## config.mk

```make
export PLATFORM = sky130hd
export DESIGN_NAME = if_fetch_unit
export DESIGN_NICKNAME = d
export VERILOG_FILES = /design/src/rtl/if_fetch_unit.sv
export SDC_FILE = /design/constraint.sdc
export NUM_CORES = 1
export LEC_CHECK = 0
export ABC_CLOCK_PERIOD_IN_PS = 13800
export CELL_PAD_IN_SITES_DETAIL_PLACEMENT = 1
export CELL_PAD_IN_SITES_GLOBAL_PLACEMENT = 1
export CORE_MARGIN = 5
export CORE_UTILIZATION = 40
export CTS_CLUSTER_DIAMETER = 200
export CTS_CLUSTER_SIZE = 40
export DETAILED_ROUTE_END_ITERATION = 7
export PLACE_DENSITY_LB_ADDON = 0.1
export SYNTH_ARGS = -nofsm -noshare
export SYNTH_HDL_FRONTEND = slang
export SYNTH_SLANG_ARGS = --single-unit
```

## constraint.sdc

```tcl
create_clock -name clk -period 13.8 [get_ports clk]
set_input_delay 2.76 -clock clk [delete_from_list [all_inputs] [get_ports clk]]
set_output_delay 2.76 -clock clk [all_outputs]
set_load 0.02 [all_outputs]
```

## src/rtl/if_fetch_unit.sv

```systemverilog
// Instruction-fetch stage: owns the fetch PC, keeps at most one instruction-memory request
// in flight, and hands {pc_o, inst_o, inst_valid_o} to the IF/ID register.
module if_fetch_unit #(
    parameter int                 ADDR_W       = 64,
    parameter int                 INST_W       = 32,
    parameter logic [ADDR_W-1:0]  RESET_PC     = 64'h8000_0000,
    parameter int                 CTRL_W       = 3,
    parameter logic [CTRL_W-1:0]  CTRL_STALLED = 3'd1
) (
    input  logic              clk,
    input  logic              rst,
    input  logic [CTRL_W-1:0] ctrl_signal_i,
    input  logic              redirect_i,
    input  logic [ADDR_W-1:0] redirect_pc_i,
    output logic              imem_req_o,
    output logic [ADDR_W-1:0] imem_addr_o,
    input  logic              imem_gnt_i,
    input  logic              imem_rvalid_i,
    input  logic [INST_W-1:0] imem_rdata_i,
    output logic [ADDR_W-1:0] pc_o,
    output logic [INST_W-1:0] inst_o,
    output logic              inst_valid_o
);

    // Memory handshake: a request transfers on a cycle where imem_req_o & imem_gnt_i;
    // the response is the first imem_rvalid_i seen in S_WAIT. Downstream has no ready:
    // a stall code on ctrl_signal_i means "do not overwrite pc_o/inst_o this cycle".
    typedef enum logic [1:0] {
        S_IDLE = 2'd0,
        S_REQ  = 2'd1,
        S_WAIT = 2'd2,
        S_HOLD = 2'd3
    } state_t;

    state_t            state_q, state_d;
    logic [ADDR_W-1:0] fetch_pc_q, fetch_pc_d;
    logic [ADDR_W-1:0] pc_q, pc_d;
    logic [INST_W-1:0] inst_q, inst_d;
    logic              valid_q, valid_d;
    logic              kill_q, kill_d;
    logic [ADDR_W-1:0] skid_pc_q, skid_pc_d;
    logic [INST_W-1:0] skid_inst_q, skid_inst_d;

    logic              stall;
    logic [ADDR_W-1:0] fetch_pc_next;

    assign stall         = (ctrl_signal_i == CTRL_STALLED);
    assign fetch_pc_next = fetch_pc_q + ADDR_W'(4);

    assign imem_addr_o  = fetch_pc_q;
    assign pc_o         = pc_q;
    assign inst_o       = inst_q;
    assign inst_valid_o = valid_q;

    always_ff @(posedge clk or posedge rst) begin
        if (rst) begin
            state_q <= S_IDLE;
        end else begin
            state_q <= state_d;
        end
    end

    always_ff @(posedge clk or posedge rst) begin
        if (rst) begin
            fetch_pc_q  <= RESET_PC;
            pc_q        <= '0;
            inst_q      <= '0;
            valid_q     <= 1'b0;
            kill_q      <= 1'b0;
            skid_pc_q   <= '0;
            skid_inst_q <= '0;
        end else begin
            fetch_pc_q  <= fetch_pc_d;
            pc_q        <= pc_d;
            inst_q      <= inst_d;
            valid_q     <= valid_d;
            kill_q      <= kill_d;
            skid_pc_q   <= skid_pc_d;
            skid_inst_q <= skid_inst_d;
        end
    end

    always_comb begin
        state_d     = state_q;
        fetch_pc_d  = fetch_pc_q;
        pc_d        = pc_q;
        inst_d      = inst_q;
        // A held instruction survives stalled edges; otherwise it has been consumed.
        valid_d     = stall ? valid_q : 1'b0;
        kill_d      = kill_q;
        skid_pc_d   = skid_pc_q;
        skid_inst_d = skid_inst_q;
        imem_req_o  = (state_q == S_REQ);

        if (redirect_i) begin
            fetch_pc_d = redirect_pc_i;
            valid_d    = 1'b0;
            unique case (state_q)
                S_REQ: begin
                    // A grant this cycle already launched the old address; its data must be killed.
                    if (imem_gnt_i) begin
                        kill_d  = 1'b1;
                        state_d = S_WAIT;
                    end else begin
                        state_d = S_REQ;
                    end
                end
                S_WAIT: begin
                    if (imem_rvalid_i) begin
                        kill_d  = 1'b0;
                        state_d = S_REQ;
                    end else begin
                        kill_d  = 1'b1;
                        state_d = S_WAIT;
                    end
                end
                default: begin
                    state_d = S_REQ;
                end
            endcase
        end else begin
            unique case (state_q)
                S_IDLE: begin
                    state_d = S_REQ;
                end
                S_REQ: begin
                    if (imem_gnt_i) begin
                        state_d = S_WAIT;
                    end
                end
                S_WAIT: begin
                    if (imem_rvalid_i) begin
                        if (kill_q) begin
                            kill_d  = 1'b0;
                            state_d = S_REQ;
                        end else if (!stall) begin
                            pc_d       = fetch_pc_q;
                            inst_d     = imem_rdata_i;
                            valid_d    = 1'b1;
                            fetch_pc_d = fetch_pc_next;
                            state_d    = S_REQ;
                        end else begin
                            skid_pc_d   = fetch_pc_q;
                            skid_inst_d = imem_rdata_i;
                            fetch_pc_d  = fetch_pc_next;
                            state_d     = S_HOLD;
                        end
                    end
                end
                S_HOLD: begin
                    if (!stall) begin
                        pc_d    = skid_pc_q;
                        inst_d  = skid_inst_q;
                        valid_d = 1'b1;
                        state_d = S_REQ;
                    end
                end
                default: begin
                    state_d = S_IDLE;
                end
            endcase
        end
    end

endmodule

```

==> metrics.md, run 1 <==
| Metric | Value |
|---|---|
| Minimum clock period | 5.24 ns |
| Die footprint | 33,600 um^2 |
| Cells after synthesis | 1,098 |
| Drt first pass iters | 4 |
| Vias/cell | 5.39 |
| Crit end category | flip-flop |
| Buffers on Ports | 265 |
| Gr ovfl total | 0 |
| Residual DRC | 0 |
| Unrepaired setup endpoints after global routing | no |
| Post-synth EDFFs | 0 |
| FILL cells | 3,234 |
| Pwr Total | 0.00248 W |
| Worst-skew pair later-pin latency | 0.50 ns |
| Maximum fanout along the worst path | 98 |
| Post-Syn Nets | 1,206 |
| Simple-gate share of the synthesized area | 0.137 |
| Slowest CP cell | buf_4 |
| Setup_tns | 0 ns |
| Largest net degree at the start of global routing | 161 |
| Setup crit start kind | primary input |
| Max VDD drop | 0.112 mV |
| Routed wire length | 34,400 um |
| Setup slack after layout | 8.56 ns |
| Multiplexer share of the synthesized area | 0.175 |
| FFs w/ async S/R, synth | 1.00 |
| Root Driver | clkbuf_16 |
| Via count | 9,182 |
| Synthesized area | 12,000 um^2 |
| Antenna cells | 0 |
| Antenna violations before repair | 1 |
| Clock transition at path regs | 0.15 ns |
| Largest stage delay, worst path | 0.89 ns |
| Clock tree buffer depth | 3 |
| First-pass GRT wire length | 54,900 um |
| Final hold viol count | 0 |
| Sink Count | 260 |
| Post-synth top cells | dfrtp_1 (259), nor2_1 (128), mux2_2 (100), a21oi_1 (99), mux2i_1 (98) |
| CTS H-Tree Depth | 1 |
| Die height | 183 um |
| Post-CTS sizing | 0 |
| Post-CTS setup buffer count | 0 |
| Final count of negative-setup-slack endpoints | 0 |
| Initial Util | 0.405 |
| Synthesized area per cell | 10.9 um^2 |
| PwrDens | 162 nW/um^2 |
| Final instance area | 15,200 um^2 |
| Critical-path cell list | clkdlybuf4s50_1 -> nand2_4 -> o22ai_1 -> and3_4 -> buf_4 -> nor2_1 -> a21oi_1 |
| Top area cells in the synthesized netlist | dfrtp_1 (54%), mux2_2 (9.4%), mux2i_1 (8.2%) |
| Lkg Pwr | 6.26 nW |
| Crit Path Class | in -> reg |
| Slew Limit Fails | 0 |
| Vias in the first global route | 9,739 |
| Clk_skew | 0.0324 ns |
| P&R area growth vs syn | 26.9% |
| Synth area leader | dfrtp_1 |
| Dpl ws | 7.94 ns |
| Worst-Margin Slew | 1.08 ns |
| Hold crit path type | reg -> reg |
| Relative slew slack | 0.278 |
| Critical path required time | 14.23 ns |
| Synth Warn # | 0 |
| Netlist cell types | 52 |
| Count leader, synth | dfrtp_1 |
| Maximum clock rate | 191 MHz |
| Most used DFF post-synth | dfrtp_1 |
| # hold bufs at CTS | 0 |
| Final Cycle Share | 0.380 |
| Status | finished, final reports clean |
| Fraction of layout cells with a size suffix above 1 | 0.103 |
| Combinational family with the most area after synthesis | multiplexers |
| Ports | 266 |
| Post-layout nets | 1,421 |
| FP Rows | 63 |
| Core area | 29,600 um^2 |
| CTS tree | done |
| Synth Area in XOR/XNOR | 0.0263 |
| Dpl hpwl | 23,700 um |
| Width of the die | 183 um |
| Adder-Cell Fraction of Synth Area | 0.00417 |
| FF+latch count, synth | 260 |
| CTS Buf Count | 10 |
| Synth top area share | 0.540 |
| Post-synthesis compound-gate area fraction | 0.0851 |
| Max_cap viols | 0 |
| GP Congestion | 0.806 |
| DP Area | 14,900 um^2 |
| Initial drt markers | 464 |
| Crit path arrival time | 5.68 ns |
| Sequential area share after synthesis | 0.542 |
| Tot GR Track Use | 0.199 |
| Wirelength per Cell | 20.2 um |
| Final ANT Viol Nets | 0 |
==> routing by layer <==
layer,GRT usage,up-vias,wire (um)
li1,-,4312,-
met1,0.284,4676,16100
met2,0.333,168,16400
met3,0.0290,24,1460
met4,0.0271,2,365
met5,0,-,11
==> report_power, final <==
group / internal (W) / switching [W] / total, W
Clock: 0.000150 / 0.000243 / 0.000393
Combinational: 0.000477 / 0.000530 / 0.00101
Sequential: 0.000940 / 0.000137 / 0.00108
==> area by class of cell <==
type	count	area [um^2]	area share
sequential	260	6510	0.427
clock buffer	12	279	0.0183
inverter	10	45.0	0.00296
multi-input combinational	757	5170	0.339
tap	390	488	0.0320
clock inverter	1	20.0	0.00131
timing repair buffer	274	2730	0.179
==> state kept, by name (all words and copies together) (netlist names) <==
register      cells
skid_inst_q      32
pc_o             64
skid_pc_q        64
state_q           2
inst_o           32
imem_addr_o      64
kill_q            1
inst_valid_o      1
==> metrics by stage <==
stage | std cells | util | hold WS (ns)
global route | 1704 | 0.514 | 0.544
detailed placement | 1691 | 0.504 | 0.496
CTS | 1704 | 0.514 | 0.527
floorplan | 1098 | - | 0.480
finish | 1704 | 0.514 | 0.521
global placement | 1691 | 0.504 | 0.488
==> cell families (layout without fill, tap and decap cells) <==
logic type,after synthesis,after routing
AND/OR/NAND/NOR,331,331
flip-flops,260,260
multiplexers,198,198
AO/OA/AOI/OAI,188,188
buffers and inverters,81,297
XOR/XNOR,36,36
adder cells (fa/ha/maj),4,4
==> critical path: cells and delay by family <==
family / cells / cell delay, ns
buffers and inverters: 2 / 1.49
AOI/OAI and AO/OA: 2 / 0.30
and+or+nand+nor: 3 / 1.09
==> cells in the final DEF (no fill, tap or decap), drive strengths merged, types with 2 or more instances in the layout <==
master         Yosys  routed
o31ai             10      10
nand3             23      23
mux2i             98      98
nor2b              2       2
or3               10      10
o31a               2       2
xnor2              9       9
nor2             128     128
nand2             66      66
nand4             32      32
ha                 4       4
inv               10      11
dfrtp            259     259
buf               11      10
nor3              13      13
o21ai             49      49
clkdlybuf4s50      0     264
xor2              27      27
nand4b             4       4
o211ai             4       4
and4               7       7
and3              15      15
nor3b              3       3
a21oi             99      99
nor4               6       6
mux2             100     100
a31oi             19      19
and2               2       2
or4               15      15
clkbuf            60      12
==> final timing paths <==
check,from,end,slack [ns],cells after the start
worst max-delay path,imem_rvalid_i,inst_o[3],8.56,7
min in group asynchronous,rst,pc_o[47],2.74,2
worst max register to register,state_q[0],inst_o[3],10.50,8
worst min register to register,skid_pc_q[29],skid_pc_q[29],0.52,1
max in group asynchronous,rst,skid_pc_q[35],9.71,3
worst min-delay path,skid_pc_q[29],skid_pc_q[29],0.52,1
No activity file was read; power rests on OpenSTA's default activity.
==> run 2: changes to the inputs <==
--- a/config.mk
+++ b/config.mk
@@ -5,11 +5,11 @@
 export SDC_FILE = /design/constraint.sdc
 export NUM_CORES = 1
 export LEC_CHECK = 0
-export ABC_CLOCK_PERIOD_IN_PS = 13800
+export ABC_CLOCK_PERIOD_IN_PS = 4520
 export CELL_PAD_IN_SITES_DETAIL_PLACEMENT = 1
 export CELL_PAD_IN_SITES_GLOBAL_PLACEMENT = 1
 export CORE_MARGIN = 5
-export CORE_UTILIZATION = 40
+export CORE_UTILIZATION = 36
 export CTS_CLUSTER_DIAMETER = 200
 export CTS_CLUSTER_SIZE = 40
 export DETAILED_ROUTE_END_ITERATION = 7
==> constraint.sdc (replaced) <==
create_clock -name clk -period 4.52 [get_ports clk]
set_input_delay 0.904 -clock clk [delete_from_list [all_inputs] [get_ports clk]]
set_output_delay 0.904 -clock clk [all_outputs]
set_load 0.02 [all_outputs]
==> run 2 against run 1 <==
  * Wire length is 4.3% higher
  * Flip-flop and latch count stayed put
  * Largest cell class unchanged
  * Worst hold slack better by 0.0016 ns
  * Clock skew is 0.0051 ns lower
  * Non-clock buffer count is 5 higher
  * Power grew to 3.1 times the previous value
  * Via count is 0.39% lower
  * Critical path type is now reg -> reg
  * Final cell count is 3.6% higher
  * Die area is 10% higher
  * Global-route usage is 0.97 points lower
==> metrics.md, run 2 (synthesized netlist as in run 1, its figures left out) <==
| Metric | Value |
|---|---|
| Status | finished, final reports clean |
| Slew Limit Fails | 0 (unchanged) |
| Routed wire length | 35,800 um (+4.3%) |
| Width of the die | 193 um (+5.1%) |
| Sink Count | 260 (unchanged) |
| Final hold viol count | 0 (unchanged) |
| Via count | 9,146 (-0.39%) |
| Maximum clock rate | 313 MHz |
| Pint | 0.00479 W (+210%) |
| Max VDD drop | 0.261 mV (+130%) |
| WL met3 | 2110 um (+45%) |
| Clock power frac | 0.161 (+0.002) |
| WHS Path Cells | 1 (unchanged) |
| Critical-path cell list | nand4_1 -> nor2_1 -> nand4_1 -> or4_1 -> a31oi_1 |
| CTS Buf Count | 10 (unchanged) |
| Fin util | 0.471 (-0.0436) |
| Final Cycle Share | 0.707 |
| Top sig layer | met5 |
| Slowest CP cell | nor2_1 |
| CTS H-Tree Depth | 1 (unchanged) |
| Residual DRC | 0 (unchanged) |
| Post-layout nets | 1,426 (+0.35%) |
| Sw frac | 0.368 (+0.000509) |
| Wirelength per Cell | 20.3 um (+0.67%) |
| Hold endpoint | skid_inst_q[15] |
| Post-CTS sizing | 0 (unchanged) |
| Critical path required time | 4.95 ns (-9.28 ns) |
| Lkg Pwr | 6.29 nW (+0.50%) |
| First-pass GRT wire length | 56,100 um (+2.1%) |
| Die footprint | 37,100 um^2 (+10%) |
| Final instance area | 15,400 um^2 (+0.97%) |
| Vias/cell | 5.18 (-3.8%) |
| Worst-Margin Slew | 1.02 ns (-0.0650 ns) |
| Sequential Power Share | 0.432 (-0.003) |
| Tot GR Track Use | 0.190 (-0.00969) |
| Die height | 193 um (+5.1%) |
| Largest stage delay, worst path | 0.76 ns (-0.13 ns) |
| FILL cells | 3,618 (+12%) |
| Worst R2R Setup Slack | 1.32 ns (-9.18 ns) |
| Worst-skew pair later-pin latency | 0.51 ns (about the same) |
| Hold crit path type | reg -> reg |
| Cell mode on critical path | nand4_1 |
| PwrDens | 493 nW/um^2 (+200%) |
| Clock tree buffer depth | 3 (unchanged) |
| Highest-count cells in the layout ignoring fill and taps | clkdlybuf4s50_1 (264), dfrtp_1 (259), nor2_1 (128), mux2_2 (100), a21oi_1 (99) |
| Largest net degree at the start of global routing | 113 (-30%) |
| Ports | 266 (unchanged) |
| Unrepaired setup endpoints after global routing | no |
| Dpl hpwl | 25,000 um (+5.7%) |
| Root Driver | clkbuf_16 |
| Post-CTS setup buffer count | 0 (unchanged) |
| Setup_tns | 0 ns (unchanged) |
| Initial drt markers | 565 (+22%) |
| FP Rows | 66 (+4.8%) |
| Clk_skew | 0.0272 ns (-0.00513 ns) |
| Gr ovfl total | 0 (unchanged) |
| Fraction of layout cells with a size suffix above 1 | 0.106 (+0.00332) |
| Minimum clock period | 3.20 ns |
| Relative slew slack | 0.322 (+0.0433) |
| Pwr Total | 0.00759 W (+210%) |
| Initial Util | 0.367 (-0.0379) |
| Met2 WL | 17,000 um (+3.7%) |
| Critical R2R Capture | imem_addr_o[62] |
| Clock transition at path regs | 0.15 ns (about the same) |
| GP Congestion | 0.825 (+2.3%) |
| Vias in the first global route | 9,589 (-1.5%) |
| DP Area | 15,100 um^2 (+0.91%) |
| Comb power frac | 0.407 (about the same) |
| # hold bufs at CTS | 0 (unchanged) |
| P_sw | 0.00279 W (+210%) |
| Crit path arrival time | 3.63 ns (-2.05 ns) |
| Max_cap viols | 0 (unchanged) |
| Crit Path Class | reg -> reg |
| CTS tree | done |
| Core area | 32,700 um^2 (+10%) |
| Final ANT Viol Nets | 0 (unchanged) |
| Crit end category | flip-flop |
| Setup crit start kind | flip-flop |
| P&R area growth vs syn | 28.2% |
| Post-Route M1 WL | 16,200 um (about the same) |
| Worst R2R Start | imem_addr_o[9] |
| Commonest non-fill, non-tap cell in the layout | clkdlybuf4s50_1 |
| Maximum fanout along the worst path | 12 (-88%) |
| Buffers on Ports | 265 (unchanged) |
| Final count of negative-setup-slack endpoints | 0 (unchanged) |
| Drt first pass iters | 4 (unchanged) |
| Antenna violations before repair | 7 (+6) |
| FF-to-FF path depth | 5 (-3) |
| Min-delay src | skid_inst_q[15] |
-- run 2: changes by cell type in the layout (fill, tap and decap cells not counted), sizes merged --
cell	before	now
inv	11	10
diode	0	3
clkbuf	12	13
clkinvlp	0	1
buf	10	15
-- run 2: layout make-up --
cell class,instances,area [um^2],area share
inverters,10,41.3,0.00268
well taps,442,553,0.0359
repair buffers,279,2800,0.182
diodes,3,7.51,0.000488
multi-input cells,757,5170,0.336
clock buffers,13,283,0.0184
clock inverters,1,20.0,0.00130
flip-flops and latches,260,6510,0.423
-- run 2: per-layer routing --
metal,track usage,vias to the layer above
met1,0.264,4593
met3,0.0376,32
met5,0,-
li1,-,4338
met4,0.0285,10
met2,0.314,173
-- run 2: worst max-delay path, delay by kind of cell, from the launching register on --
kind               cells  cell delay [ns]
AOI/OAI and AO/OA      1             0.19
DFF                    1             0.53
and+or+nand+nor        4             2.39
-- run 2: power by group through the flow --
stage	Clock, W	Combinational, W	Sequential, W
2_1_floorplan	0	0.00112	0.00384
3_3_place_gp	0	0.00308	0.00332
3_5_place_dp	0	0.00313	0.00334
4_1_cts	0.00128	0.00315	0.00329
5_1_grt	0.00136	0.00333	0.00337
6_report	0.00122	0.00309	0.00328
-- run 2: how the worst max path moves through the flow --
stage / cells past startpoint / from / endpoint / slack, ns
after floorplan: 1 / rst / imem_addr_o[0] / 0.19
after global placement: 6 / imem_rvalid_i / imem_addr_o[55] / 1.08
after detailed placement: 6 / imem_rvalid_i / imem_addr_o[53] / 1.04
after CTS: 5 / imem_addr_o[14] / imem_addr_o[62] / 1.26
after global routing: 5 / imem_addr_o[8] / imem_addr_o[62] / 1.08
final: 5 / imem_addr_o[9] / imem_addr_o[62] / 1.32
-- run 2: through the flow --
step / setup slack (ns) / hold slack, ns / std cells
final: 1.32 / 0.523 / 1765
after global routing: 1.08 / 0.536 / 1763
after CTS: 1.26 / 0.529 / 1762
after detailed placement: 1.04 / 0.496 / 1748
after global placement: 1.08 / 0.489 / 1748
after floorplan: 0.189 / 0.480 / 1098
